## src/rtl/quiz_pkg.sv

```systemverilog
// Shared types and constants for the quiz-round controller.
package quiz_pkg;

    // Round states.
    typedef enum logic [1:0] {
        IDLE    = 2'd0,
        ARMED   = 2'd1,
        LOCKED  = 2'd2,
        TIMEOUT = 2'd3
    } state_e;

    // Cycles at the start of ARMED during which beep_in is ignored, so a
    // zero left over from the previous round cannot end the new one.
    localparam int BEEP_GUARD_CYCLES = 2;

    // Width of player indices and the widest supported player vector.
    localparam int ID_W        = 3;
    localparam int MAX_PLAYERS = 8;

    // Index of the lowest set bit; 0 when nothing is set.
    function automatic logic [ID_W-1:0] prio_enc(input logic [MAX_PLAYERS-1:0] req);
        logic [ID_W-1:0] idx;
        idx = '0;
        for (int i = MAX_PLAYERS - 1; i >= 0; i--) begin
            if (req[i]) idx = ID_W'(i);
        end
        return idx;
    endfunction

endpackage

```

## src/rtl/btn_debounce.sv

```systemverilog
// Button conditioner: 2-flop synchroniser, stability counter and a one-cycle
// pulse on each rising edge of the debounced level.
module btn_debounce #(
    parameter int DEBOUNCE_CYCLES = 16
) (
    input  logic clk,
    input  logic rst_n,
    input  logic btn_i,
    output logic pulse_o
);

    localparam int CNT_W = $clog2(DEBOUNCE_CYCLES + 1);

    logic             sync1_q, sync2_q;
    logic [CNT_W-1:0] cnt_q,   cnt_d;
    logic             level_q, level_d;
    logic             pulse_q, pulse_d;

    // Count consecutive synchronised samples that disagree with the current
    // level; any agreeing sample restarts the count.
    always_comb begin
        // NOTE: every signal gets a default first so no path leaves it unassigned (no latch).
        cnt_d   = '0;
        level_d = level_q;
        pulse_d = 1'b0;
        if (sync2_q != level_q) begin
            if (cnt_q == CNT_W'(DEBOUNCE_CYCLES)) begin
                level_d = sync2_q;
                pulse_d = sync2_q;
            end else begin
                cnt_d = cnt_q + 1'b1;
            end
        end
    end

    // Synchroniser, debounce and pulse registers.
    always_ff @(posedge clk or negedge rst_n) begin
        // NOTE: async active-low reset; all state must be listed here, none left to power-up.
        if (!rst_n) begin
            sync1_q <= 1'b0;
            sync2_q <= 1'b0;
            cnt_q   <= '0;
            level_q <= 1'b0;
            pulse_q <= 1'b0;
        end else begin
            // NOTE: non-blocking so every flop samples the pre-edge values.
            sync1_q <= btn_i;
            sync2_q <= sync1_q;
            cnt_q   <= cnt_d;
            level_q <= level_d;
            pulse_q <= pulse_d;
        end
    end

    assign pulse_o = pulse_q;

endmodule

```

## src/rtl/quiz_arbiter.sv

```systemverilog
// Quiz-round controller: conditions the buttons, arms the countdown counter,
// locks in the first buzz, flags timeouts and fouls.
module quiz_arbiter
    import quiz_pkg::*;
#(
    parameter int N_PLAYERS       = 4,
    parameter int DEBOUNCE_CYCLES = 16
) (
    input  logic                 clock_1,
    input  logic                 reset,
    input  logic                 start_btn,
    input  logic [N_PLAYERS-1:0] player_btn,
    input  logic                 beep_in,
    output logic                 cnt_rst_n,
    output logic                 c_en,
    output logic                 winner_valid,
    output logic [ID_W-1:0]      winner_id,
    output logic                 timeout,
    output logic                 foul_valid,
    output logic [ID_W-1:0]      foul_id,
    output logic [N_PLAYERS-1:0] player_led
);

    logic                 start_pulse;
    logic [N_PLAYERS-1:0] player_pulse;

    btn_debounce #(.DEBOUNCE_CYCLES(DEBOUNCE_CYCLES)) u_start_db (
        .clk     (clock_1),
        .rst_n   (reset),
        .btn_i   (start_btn),
        .pulse_o (start_pulse)
    );

    for (genvar g = 0; g < N_PLAYERS; g++) begin : g_player_db
        btn_debounce #(.DEBOUNCE_CYCLES(DEBOUNCE_CYCLES)) u_player_db (
            .clk     (clock_1),
            .rst_n   (reset),
            .btn_i   (player_btn[g]),
            .pulse_o (player_pulse[g])
        );
    end

    state_e          state_q,        state_d;
    logic [1:0]      guard_q,        guard_d;
    logic            cnt_rst_n_q,    cnt_rst_n_d;
    logic            c_en_q,         c_en_d;
    logic            winner_valid_q, winner_valid_d;
    logic [ID_W-1:0] winner_id_q,    winner_id_d;
    logic            timeout_q,      timeout_d;
    logic            foul_valid_q,   foul_valid_d;
    logic [ID_W-1:0] foul_id_q,      foul_id_d;

    logic [MAX_PLAYERS-1:0] pulse_wide;
    logic [ID_W-1:0]        pulse_idx;
    logic                   any_pulse;

    // Next state and next values of all registered outputs.
    always_comb begin
        state_d        = state_q;
        guard_d        = guard_q;
        cnt_rst_n_d    = 1'b1;
        c_en_d         = 1'b0;
        winner_valid_d = winner_valid_q;
        winner_id_d    = winner_id_q;
        timeout_d      = timeout_q;
        foul_valid_d   = foul_valid_q;
        foul_id_d      = foul_id_q;

        pulse_wide                 = '0;
        pulse_wide[N_PLAYERS-1:0]  = player_pulse;
        pulse_idx                  = prio_enc(pulse_wide);
        any_pulse                  = |player_pulse;

        // Presses outside ARMED are fouls; only the first is kept.
        if (state_q != ARMED && any_pulse && !foul_valid_q) begin
            foul_valid_d = 1'b1;
            foul_id_d    = pulse_idx;
        end

        case (state_q)
            IDLE: begin
                if (start_pulse) begin
                    state_d        = ARMED;
                    guard_d        = '0;
                    cnt_rst_n_d    = 1'b0;
                    c_en_d         = 1'b1;
                    winner_valid_d = 1'b0;
                    winner_id_d    = '0;
                    timeout_d      = 1'b0;
                    foul_valid_d   = 1'b0;
                    foul_id_d      = '0;
                end
            end
            ARMED: begin
                c_en_d = 1'b1;
                if (guard_q != 2'(BEEP_GUARD_CYCLES)) guard_d = guard_q + 1'b1;
                if (any_pulse) begin
                    state_d        = LOCKED;
                    c_en_d         = 1'b0;
                    winner_valid_d = 1'b1;
                    winner_id_d    = pulse_idx;
                end else if (beep_in && guard_q == 2'(BEEP_GUARD_CYCLES)) begin
                    state_d   = TIMEOUT;
                    c_en_d    = 1'b0;
                    timeout_d = 1'b1;
                end
            end
            LOCKED, TIMEOUT: begin
                if (start_pulse) state_d = IDLE;
            end
            default: state_d = IDLE;
        endcase
    end

    // State and output registers.
    always_ff @(posedge clock_1 or negedge reset) begin
        if (!reset) begin
            state_q        <= IDLE;
            guard_q        <= '0;
            cnt_rst_n_q    <= 1'b1;
            c_en_q         <= 1'b0;
            winner_valid_q <= 1'b0;
            winner_id_q    <= '0;
            timeout_q      <= 1'b0;
            foul_valid_q   <= 1'b0;
            foul_id_q      <= '0;
        end else begin
            state_q        <= state_d;
            guard_q        <= guard_d;
            cnt_rst_n_q    <= cnt_rst_n_d;
            c_en_q         <= c_en_d;
            winner_valid_q <= winner_valid_d;
            winner_id_q    <= winner_id_d;
            timeout_q      <= timeout_d;
            foul_valid_q   <= foul_valid_d;
            foul_id_q      <= foul_id_d;
        end
    end

    // One-hot LED of the registered winner.
    always_comb begin
        player_led = '0;
        if (winner_valid_q) player_led = N_PLAYERS'(1) << winner_id_q;
    end

    assign cnt_rst_n    = cnt_rst_n_q;
    assign c_en         = c_en_q;
    assign winner_valid = winner_valid_q;
    assign winner_id    = winner_id_q;
    assign timeout      = timeout_q;
    assign foul_valid   = foul_valid_q;
    assign foul_id      = foul_id_q;

endmodule
```

## config.mk

```make
export PLATFORM = sky130hd
export DESIGN_NAME = quiz_arbiter
export DESIGN_NICKNAME = d
export VERILOG_FILES = /design/src/rtl/quiz_pkg.sv /design/src/rtl/btn_debounce.sv /design/src/rtl/quiz_arbiter.sv
export SDC_FILE = /design/constraint.sdc
export NUM_CORES = 1
export LEC_CHECK = 0
export BUFFER_PORTS_ARGS = -buffer_cell sky130_fd_sc_hd__buf_2
export CAP_MARGIN = 15
export CORE_ASPECT_RATIO = 1.2
export CORE_UTILIZATION = 55
export CTS_BUF_LIST = sky130_fd_sc_hd__clkbuf_16
export CTS_CLUSTER_SIZE = 28
export DETAILED_ROUTE_END_ITERATION = 7
export GPL_ROUTABILITY_DRIVEN = 1
export GPL_TIMING_DRIVEN = 0
export PLACE_DENSITY = 0.75
export SLEW_MARGIN = 20
export SYNTH_ARGS = -nofsm -noshare
export SYNTH_HDL_FRONTEND = slang
export SYNTH_SLANG_ARGS = --single-unit
```

## constraint.sdc

```tcl
create_clock -name clock_1 -period 2.4 [get_ports clock_1]
set_input_delay 0.36 -clock clock_1 [delete_from_list [all_inputs] [get_ports clock_1]]
set_output_delay 0.36 -clock clock_1 [all_outputs]
set_load 0.005 [all_outputs]
```

; ---- Word-level counts from Yosys, hierarchy flattened
; Index checks and enable logic that the tools add are counted.
[totals]
reg_bits = 60
input_bits = 8
output_inout_bits = 15
word_cells = 134
[classes]
add_sub_neg = 6
eq_ne = 23
n_shift = 1
muxes = 53
reduce_logical = 17
[op_table]
columns = operator, n
row1 = 5-bit two-way mux, 10
row2 = "5-bit by 1-bit adder with 5-bit output, second input constant", 5
row3 = "5-bit equality test, second input constant", 5
row4 = 1-bit two-way mux, 22
row5 = 3-bit two-way mux, 7
row6 = 2-bit two-way mux, 7
row7 = "2-bit inequality test, second input constant", 5
row8 = 2-bit AND reduction, 5
row9 = 3-bit AND reduction, 3
row10 = "2-bit equality test, second input constant", 3
row11 = "2-bit by 1-bit inequality test with 1-bit output, second input constant", 3
row12 = 1-bit one-hot mux with 2 select lines, 3
row13 = 2-bit one-hot mux with 3 select lines, 1
row14 = 3-bit one-hot mux with 2 select lines, 1
row15 = 1-bit inequality test, 5
row16 = 4-bit two-way mux, 1
row17 = 2-bit one-hot mux with 2 select lines, 1
row18 = 4-bit AND reduction, 1
row19 = 4-bit OR reduction, 1
row20 = "1-bit by 3-bit << shifter with 4-bit output, first input constant", 1
row21 = 1-bit logical AND, 3
row22 = "3-bit inequality test, second input constant", 1
row23 = "2-bit by 1-bit adder with 2-bit output, second input constant", 1
row24 = "2-bit by 1-bit equality test with 1-bit output, second input constant", 1
row25 = other kinds (4), 4

; ---- Longest topological paths before layout
; Gate-level depths: netlist (run 1).
[depth]
word_depth = 7
ltp_mapped = 6
ltp_nobuf = 6

; ---- By module
; Synthesis (run 1) repeated with hierarchy kept, for this count alone.
[unflattened]
hier_cells = 211
hier_area_um2 = 2595.0
[modules_own_cells]
columns = module, n_inst, cells_each, area_per_inst_um2, seq_area_each_um2
row1 = btn_debounce, 5, 28, 380.4, 225.2
row2 = quiz_arbiter, 1, 71, 693.2, 351.6

; ---- Least setup slack after synthesis (run 1)
; No wires, ideal clock.
[synth_timing]
kind = reg-to-reg
start = register g_player_db[0].u_player_db.pulse_q
end = register winner_id_q[0] (netlist: winner_id[0])
setup_ns = 0.121
t_arrival_ns = 1.281
required_ns = 2.279
path_slack_ns = 0.998
stages_incl_launch_ff = 5
n_path_buf = 0
synth_period_minus_slack_ns = 1.402
path_cell_list = dfrtp_1 nor4_4 nor2_2 a22o_1 a22o_1
[synth_between]
elab_chain_cells = 3
word_cells_on_any_way = 6
cone_classes = eq/ne (1) / mux (3) / reduce/logical (2)
[synth_lines]
columns = item, line
row1 = "start, declared", btn_debounce.sv:17  ; logic pulse_q, pulse_d;
row2 = "start signal, assigned", btn_debounce.sv:51  ; pulse_q <= pulse_d;
row3 = 4-bit OR reduction / 3-bit two-way mux (equally long branches), "quiz_arbiter.sv:72, quiz_pkg.sv:25"
row4 = 2-bit inequality test (no line) / 3-bit two-way mux (equally long branches), -
row5 = 3-bit AND reduction (no line) / 3-bit one-hot mux with 2 select lines (equally long branches), -
row6 = "end signal, assigned", quiz_arbiter.sv:133  ; winner_id_q <= winner_id_d;
row7 = "end, declared", quiz_arbiter.sv:48  ; logic [ID_W-1:0] winner_id_q, winner_id_d;
; Several ways; a longest one is shown, not always the timed one. The select of a mux whose other input is x is not followed.
; A chain may end at the register's enable or synchronous reset.

; ---- Worst setup path after layout (run 1)
; Ends and elaborated chain as after synthesis.

==> results of run 1 <==
-- final cells by class --
cell class / count / area, sq um
clock buffers: 9 / 225
flip-flops and latches: 59 / 1480
well taps: 56 / 70.1
inverters: 14 / 52.6
repair buffers: 21 / 108
fillers: 330 / 1390
multi-input cells: 138 / 936
plain buffers: 2 / 11.3
clock inverters: 6 / 25.0
-- power groups by stage --
stage,clock network [mW],registers [mW],logic (mW)
2_1_floorplan,0,1.06,0.0482
5_1_grt,1.13,1.06,0.0977
4_1_cts,1.08,1.05,0.0867
3_5_place_dp,0,1.07,0.0840
6_report,1.06,1.05,0.0833
3_3_place_gp,0,1.06,0.0795
-- sequential cells by signal, summed over array words and instances (netlist names), 2 cells and up --
name / flops
g_player_db.u_player_db.cnt_q: 20
winner_id: 2
foul_id: 3
g_player_db.u_player_db.sync1_q: 4
state_q: 2
guard_q: 2
g_player_db.u_player_db.pulse_o: 4
g_player_db.u_player_db.sync2_q: 4
g_player_db.u_player_db.level_q: 4
u_start_db.cnt_q: 5
-- stage by stage --
step / utilization / instances / power [mW] / cell area, sq um / setup slack (ns)
4_1_cts: 0.677 / 305 / 2.22 / 2910 / 0.861
6_report: 0.677 / 305 / 2.19 / 2910 / 0.862
2_1_floorplan: - / 213 / 1.11 / 2480 / 0.998
3_3_place_gp: 0.618 / 290 / 1.14 / 2650 / 0.897
3_5_place_dp: 0.618 / 290 / 1.15 / 2660 / 0.865
5_1_grt: 0.677 / 305 / 2.28 / 2910 / 0.751
-- routing by layer --
| metal | vias to the layer above | wire (microns) | track usage |
|---|---|---|---|
| met5 | - | 0 | 0 |
| li1 | 767 | - | - |
| met4 | 0 | 81 | 0.106 |
| met1 | 746 | 1710 | 0.217 |
| met3 | 9 | 157 | 0.0674 |
| met2 | 33 | 1960 | 0.320 |
-- placed cells by master (no fill, tap or decap), types with 2 or more instances in the layout --
master / netlist / layout
clkinv_2: 0 / 2
mux2i_1: 2 / 2
and2_1: 4 / 4
nand4bb_1: 4 / 4
nand2_1: 14 / 14
nand2b_1: 2 / 2
ha_1: 11 / 11
o21ai_0: 4 / 4
dfrtp_1: 58 / 58
xor2_1: 15 / 15
nand3_1: 13 / 13
buf_2: 0 / 20
clkinv_1: 0 / 3
and3_1: 2 / 2
inv_1: 14 / 15
buf_4: 1 / 2
nor2_1: 32 / 32
a22o_1: 6 / 6
nor3_1: 2 / 2
clkbuf_16: 0 / 9
nor3b_1: 6 / 6
xnor2_1: 5 / 5
a21oi_1: 3 / 3
mux2_2: 5 / 5
-- worst reg2reg max path, stage by stage, from the launching register on --
cell and delay [ns]:
dfrtp_1 0.41, nor4_4 0.53, nor2_2 0.09, a22o_1 0.21, a22o_1 0.18
-- cell families (layout without fill, tap and decap cells) --
family | after synthesis | in the layout | synth area share
AO/OA/AOI/OAI | 15 | 15 | 0.0414
XOR/XNOR | 20 | 20 | 0.0707
adder cells (fa/ha/maj) | 11 | 11 | 0.0556
buffers and inverters | 16 | 52 | 0.0258
flip-flops | 59 | 59 | 0.596
multiplexers | 7 | 7 | 0.0308
other | 1 | 1 | 0.00151
AND/OR/NAND/NOR | 84 | 84 | 0.178
-- worst paths after layout --
path | startpoint | end | slack (ns)
setup / recovery | g_player_db[0].u_player_db.pulse_o$_DFF_PN0_ | winner_id[0]$_DFFE_PN0P_ | 0.86
min in group clock_1 | player_btn[0] | g_player_db[0].u_player_db.sync1_q$_DFF_PN0_ | 0.14
setup reg to reg | g_player_db[0].u_player_db.pulse_o$_DFF_PN0_ | winner_id[0]$_DFFE_PN0P_ | 0.86
hold / removal | reset | g_player_db[3].u_player_db.cnt_q[1]$_DFF_PN0_ | 0.1
hold reg to reg | u_start_db.sync1_q$_DFF_PN0_ | u_start_db.sync2_q$_DFF_PN0_ | 0.34
max in group asynchronous | reset | u_start_db.cnt_q[1]$_DFF_PN0_ | 1.84
==> results.toml, run 1 <==
[run_status]
status = "finished clean"

[global_routing]
overflow = 0
antenna_found_initial = 0
grt_pass1_wl_mm = 6.65
grt_pass1_vias = 1546
grt_max_degree = 60
grt_usage = 0.191

[layout]
diodes = 0
syn2layout_area_growth_pct = 17.3
drive_above_1_share = 0.169
nNetsFinal = 264

[routing]
drtIter0Drc = 83
drt-wirelength-per-cell_microns = 12.8
vias_per_cell = 5.10
ant_nets = 0
drt-pass1-iter-count = 4
via_count = 1555
drc_errors = 0
wl_mm = 3.91

[worst_setup_path]
path_cells = "nor4_4 > nor2_2 > a22o_1 > a22o_1"
cpMostUsedCell = "a22o_1"
slowest_stage = "nor4_4"
cp-end-kind = "flip-flop"
cp_top_family = "simple AND/OR/NAND/NOR gates"
critPathKind = "reg -> reg"
reg2regPathDepth = 4
slowest_delay_ns = 0.53
worst-path-stages = 4
crit_fanout = 8
path_buf_inv = 0
arrival_ns = 1.74
start_kind = "flip-flop"
cp.required_ns = 2.61

[synth]
synthTopCellsByArea = "dfrtp_1, ha_1, xor2_1"
ys_ff_latch = 59
synth_fp_nets = 232
synth_top_area_cell = "dfrtp_1"
ys_seq_area_frac = 0.596
synth_top_area_share = 0.586
ys_types = 30
netlist_instances = 213
synth-edff-count = 0
synthTopCellsByCount = "dfrtp_1, nor2_1, xor2_1, inv_1, nand2_1"
synth_most_common_cell = "dfrtp_1"
synth_top_flop_cell = "dfrtp_1"
synth_warnings = 0
async_reset_ff_frac = 1.00
synth.cell_area_sq_um = 2480
syn_area_per_cell_sq_um = 11.6

[pwr]
pwr-share-comb = 0.038
ir_drop_mv = 0.527
swShare = 0.211
leakage_nw = 1.46
switchingPower_mw = 0.463
power.density_nw_per_um2 = 755
power_frac_clock = 0.483
intPower_mw = 1.73
seq_power_share = 0.479

[sta]
setup_viol = 0
max_freq_mhz = 650
finalMaxSlewViolations = 0
finalSetupTns_ns = 0
layout_min_cycle_time_ns = 1.54
fin_crit_sh = 0.641
hold_viol = 0
rsz0062_at_grt = "no"
skew_ns = 0.00417
hold_slack_ns = 0.0953
worstMarginPinSlew_ns = 0.712
slew_headroom = 0.526

[clock_tree]
cts_tree = "done"
root_buffer = "clkbuf_16"
clock_path_buffers = 2
numCtsBuffers = 9
clk_latency_ns = 0.32
cts_max_level = 3
post-cts-setup-buffers = 0
ctsResizeCount = 0
numClockSinks = 59
ctsHoldBuffers = 0
clk_pin_slew_ns = 0.05

[place]
dp_hpwl_mm = 2.59
place.gp.congestion = 0.735
io_buffers = 21

[die]
ios = 23
die_y_microns = 75.5
initial_core_util = 0.577
die_w_microns = 63.3
core_sq_um = 4290
dieArea_sq_um = 4780
row_count = 26

[job]
maxCapViolCount = 0

[min_path]
hold_class = "in -> async"
(Power assumes the default switching activity.)
==> inputs of run 2 (changes only) <==
- CORE_UTILIZATION: 55 -> 52
- PLACE_DENSITY: 0.75 -> 0.74
- clock period: 2.4 -> 1.35 ns (I/O delays scaled with it)
==> run 2 against run 1 <==
  * Worst hold slack better by 0.11 ns
  * Power is 79% higher
  * Utilization is 1.9 points lower
  * Die area is 5.6% higher
  * Setup slack worse by 0.82 ns
  * Critical path depth is 2 lower
  * Non-clock buffer count is 11 higher
  * Critical endpoint is now player_led[0]
  * Largest power group unchanged
  * Highest routed layer unchanged
==> results.toml, run 2 (synthesis results as in run 1) <==
[die]
die_y_microns = 77.6
die_w_microns = 65.0
initial_core_util = 0.539
ios = 23
row_count = 27
core_sq_um = 4590
dieArea_sq_um = 5050

[routing]
met1Wirelength_mm = 1.65
ant_nets = 0
via_count = 1598
drt-pass1-iter-count = 4
drt-wirelength-per-cell_microns = 12.0
vias_per_cell = 5.03
drc_errors = 0
dr_wl_met2_mm = 1.87
drtIter0Drc = 88
routed.top_layer = "met4"
wl_mm = 3.82
wl_met3_microns = 196

[layout]
nFillCells = 366
fin_cells = 318
syn2layout_area_growth_pct = 22.0
nNetsFinal = 275
diodes = 0
reg.largest.list = "g_player_db.u_player_db.cnt_q: 20 flops, u_start_db.cnt_q: 5 flops"
final_cell_mix = "dfrtp_1, nor2_1, buf_2, inv_1, xor2_1"
top_register = "g_player_db.u_player_db.cnt_q"
fin_area_sq_um = 3020
largest_register_ffs = 20
final_common_cell = "dfrtp_1"
drive_above_1_share = 0.196

[pwr]
power.density_nw_per_um2 = 1300
p_total_mw = 3.92
leakage_nw = 1.52
ir_drop_mv = 0.829

[worst_setup_path]
slowest_delay_ns = 0.43
arrival_ns = 1.10
path_cells = "nor3b_1 > buf_2"
crit_fanout = 7
slowest_stage = "dfrtp_1"
cp.required_ns = 1.15
reg2regPathDepth = 4
start_kind = "flip-flop"
cp-end-kind = "output port"
critPathKind = "reg -> out"

[sta]
worstMarginPinSlew_ns = 0.710
finalMaxSlewViolations = 0
max_freq_mhz = 765
setup_viol = 0
slew_headroom = 0.527
skew_ns = 0.00633
rsz0062_at_grt = "yes"
layout_min_cycle_time_ns = 1.31
finalSetupTns_ns = 0
hold_slack_ns = 0.208
fin_crit_sh = 0.968
hold_viol = 0

[global_routing]
grt_usage = 0.182
grt_pass1_vias = 1593
overflow = 0
grt_max_degree = 60
antenna_found_initial = 0
grt_pass1_wl_mm = 6.73

[min_path]
hold_class = "in -> reg"
min_path_cells = 4

[place]
place.gp.congestion = 0.766
placed_area_sq_um = 2660
dp_hpwl_mm = 2.38
dp_cells = 292
io_buffers = 21

[clock_tree]
cts_max_level = 3
clock_path_buffers = 2
clk_pin_slew_ns = 0.05
numClockSinks = 59
root_buffer = "clkbuf_16"
cts_tree = "done"
clk_latency_ns = 0.32
numCtsBuffers = 9

[run_status]
status = "finished clean"

[job]
maxCapViolCount = 0
==> run 2: cell count changes in the layout (fill, tap and decap cells not counted), sizes merged <==
cell,previous run,this run
inv,15,16
buf,22,27
dlygate4sd3,0,6
clkinv,5,4
==> run 2: path summary, 6_finish.rpt <==
kind	slack, ns	startpoint	to
worst min-delay path	0.21	beep_in	c_en$_DFF_PN0_
min in group asynchronous	0.47	reset	foul_id[2]$_DFF_PN0_
worst min register to register	0.34	g_player_db[1].u_player_db.sync1_q$_DFF_PN0_	g_player_db[1].u_player_db.sync2_q$_DFF_PN0_
max in group asynchronous	0.40	reset	g_player_db[1].u_player_db.sync1_q$_DFF_PN0_
worst max-delay path	0.04	winner_id[0]$_DFFE_PN0P_	player_led[0]
worst max register to register	0.05	g_player_db[3].u_player_db.pulse_o$_DFF_PN0_	winner_id[0]$_DFFE_PN0P_
==> run 2: critical path: cells and delay by family (launching register included) <==
family / cells / cell delay, ns
flip-flops: 1 / 0.43
AND/OR/NAND/NOR: 1 / 0.21
buffers and inverters: 1 / 0.14
==> run 2: through the flow <==
stage,setup WS (ns),utilization
finish,0.0434,0.658
CTS,0.0133,0.650
detailed placement,-0.174,0.578
global placement,-0.164,0.578
global route,-0.0568,0.658
floorplan,-0.0520,-
==> run 2: repair_timing <==
| action | 4_1_cts | 5_1_grt |
|---|---|---|
| resized for setup | 0 | 7 |
| gates cloned | 0 | 0 |
| buffers inserted | 2 | 3 |
| endpoints found under the hold margin | 63 | 0 |
| pin swaps | 1 | 3 |
| hold buffers | 6 | 0 |
| setup endpoints to repair | 3 | 10 |
==> run 2: routing by layer <==
metal  GRT usage  up-vias
met1       0.206      765
met5           0        -
met3      0.0765       10
li1            -      791
met2       0.282       32
met4       0.111        0
==> run 2: report_power, final <==
| part | switching (mW) | internal (mW) | leakage (nW) |
|---|---|---|---|
| sequential | 0.0443 | 1.83 | 0.775 |
| clock | 0.702 | 1.19 | 0.135 |
| combinational | 0.0858 | 0.0712 | 0.615 |
==> run 2: cell type report <==
type                            count  area, sq um  share of cell area
Clock inverter                      6         26.3             0.00869
Tap cell                           58         72.6              0.0240
Multi-Input combinational cell    138          947               0.313
Timing Repair Buffer               32          209              0.0691
Clock buffer                        9          225              0.0745
Buffer                              2         12.5             0.00414
Sequential cell                    59         1480               0.489
Inverter                           14         52.6              0.0174
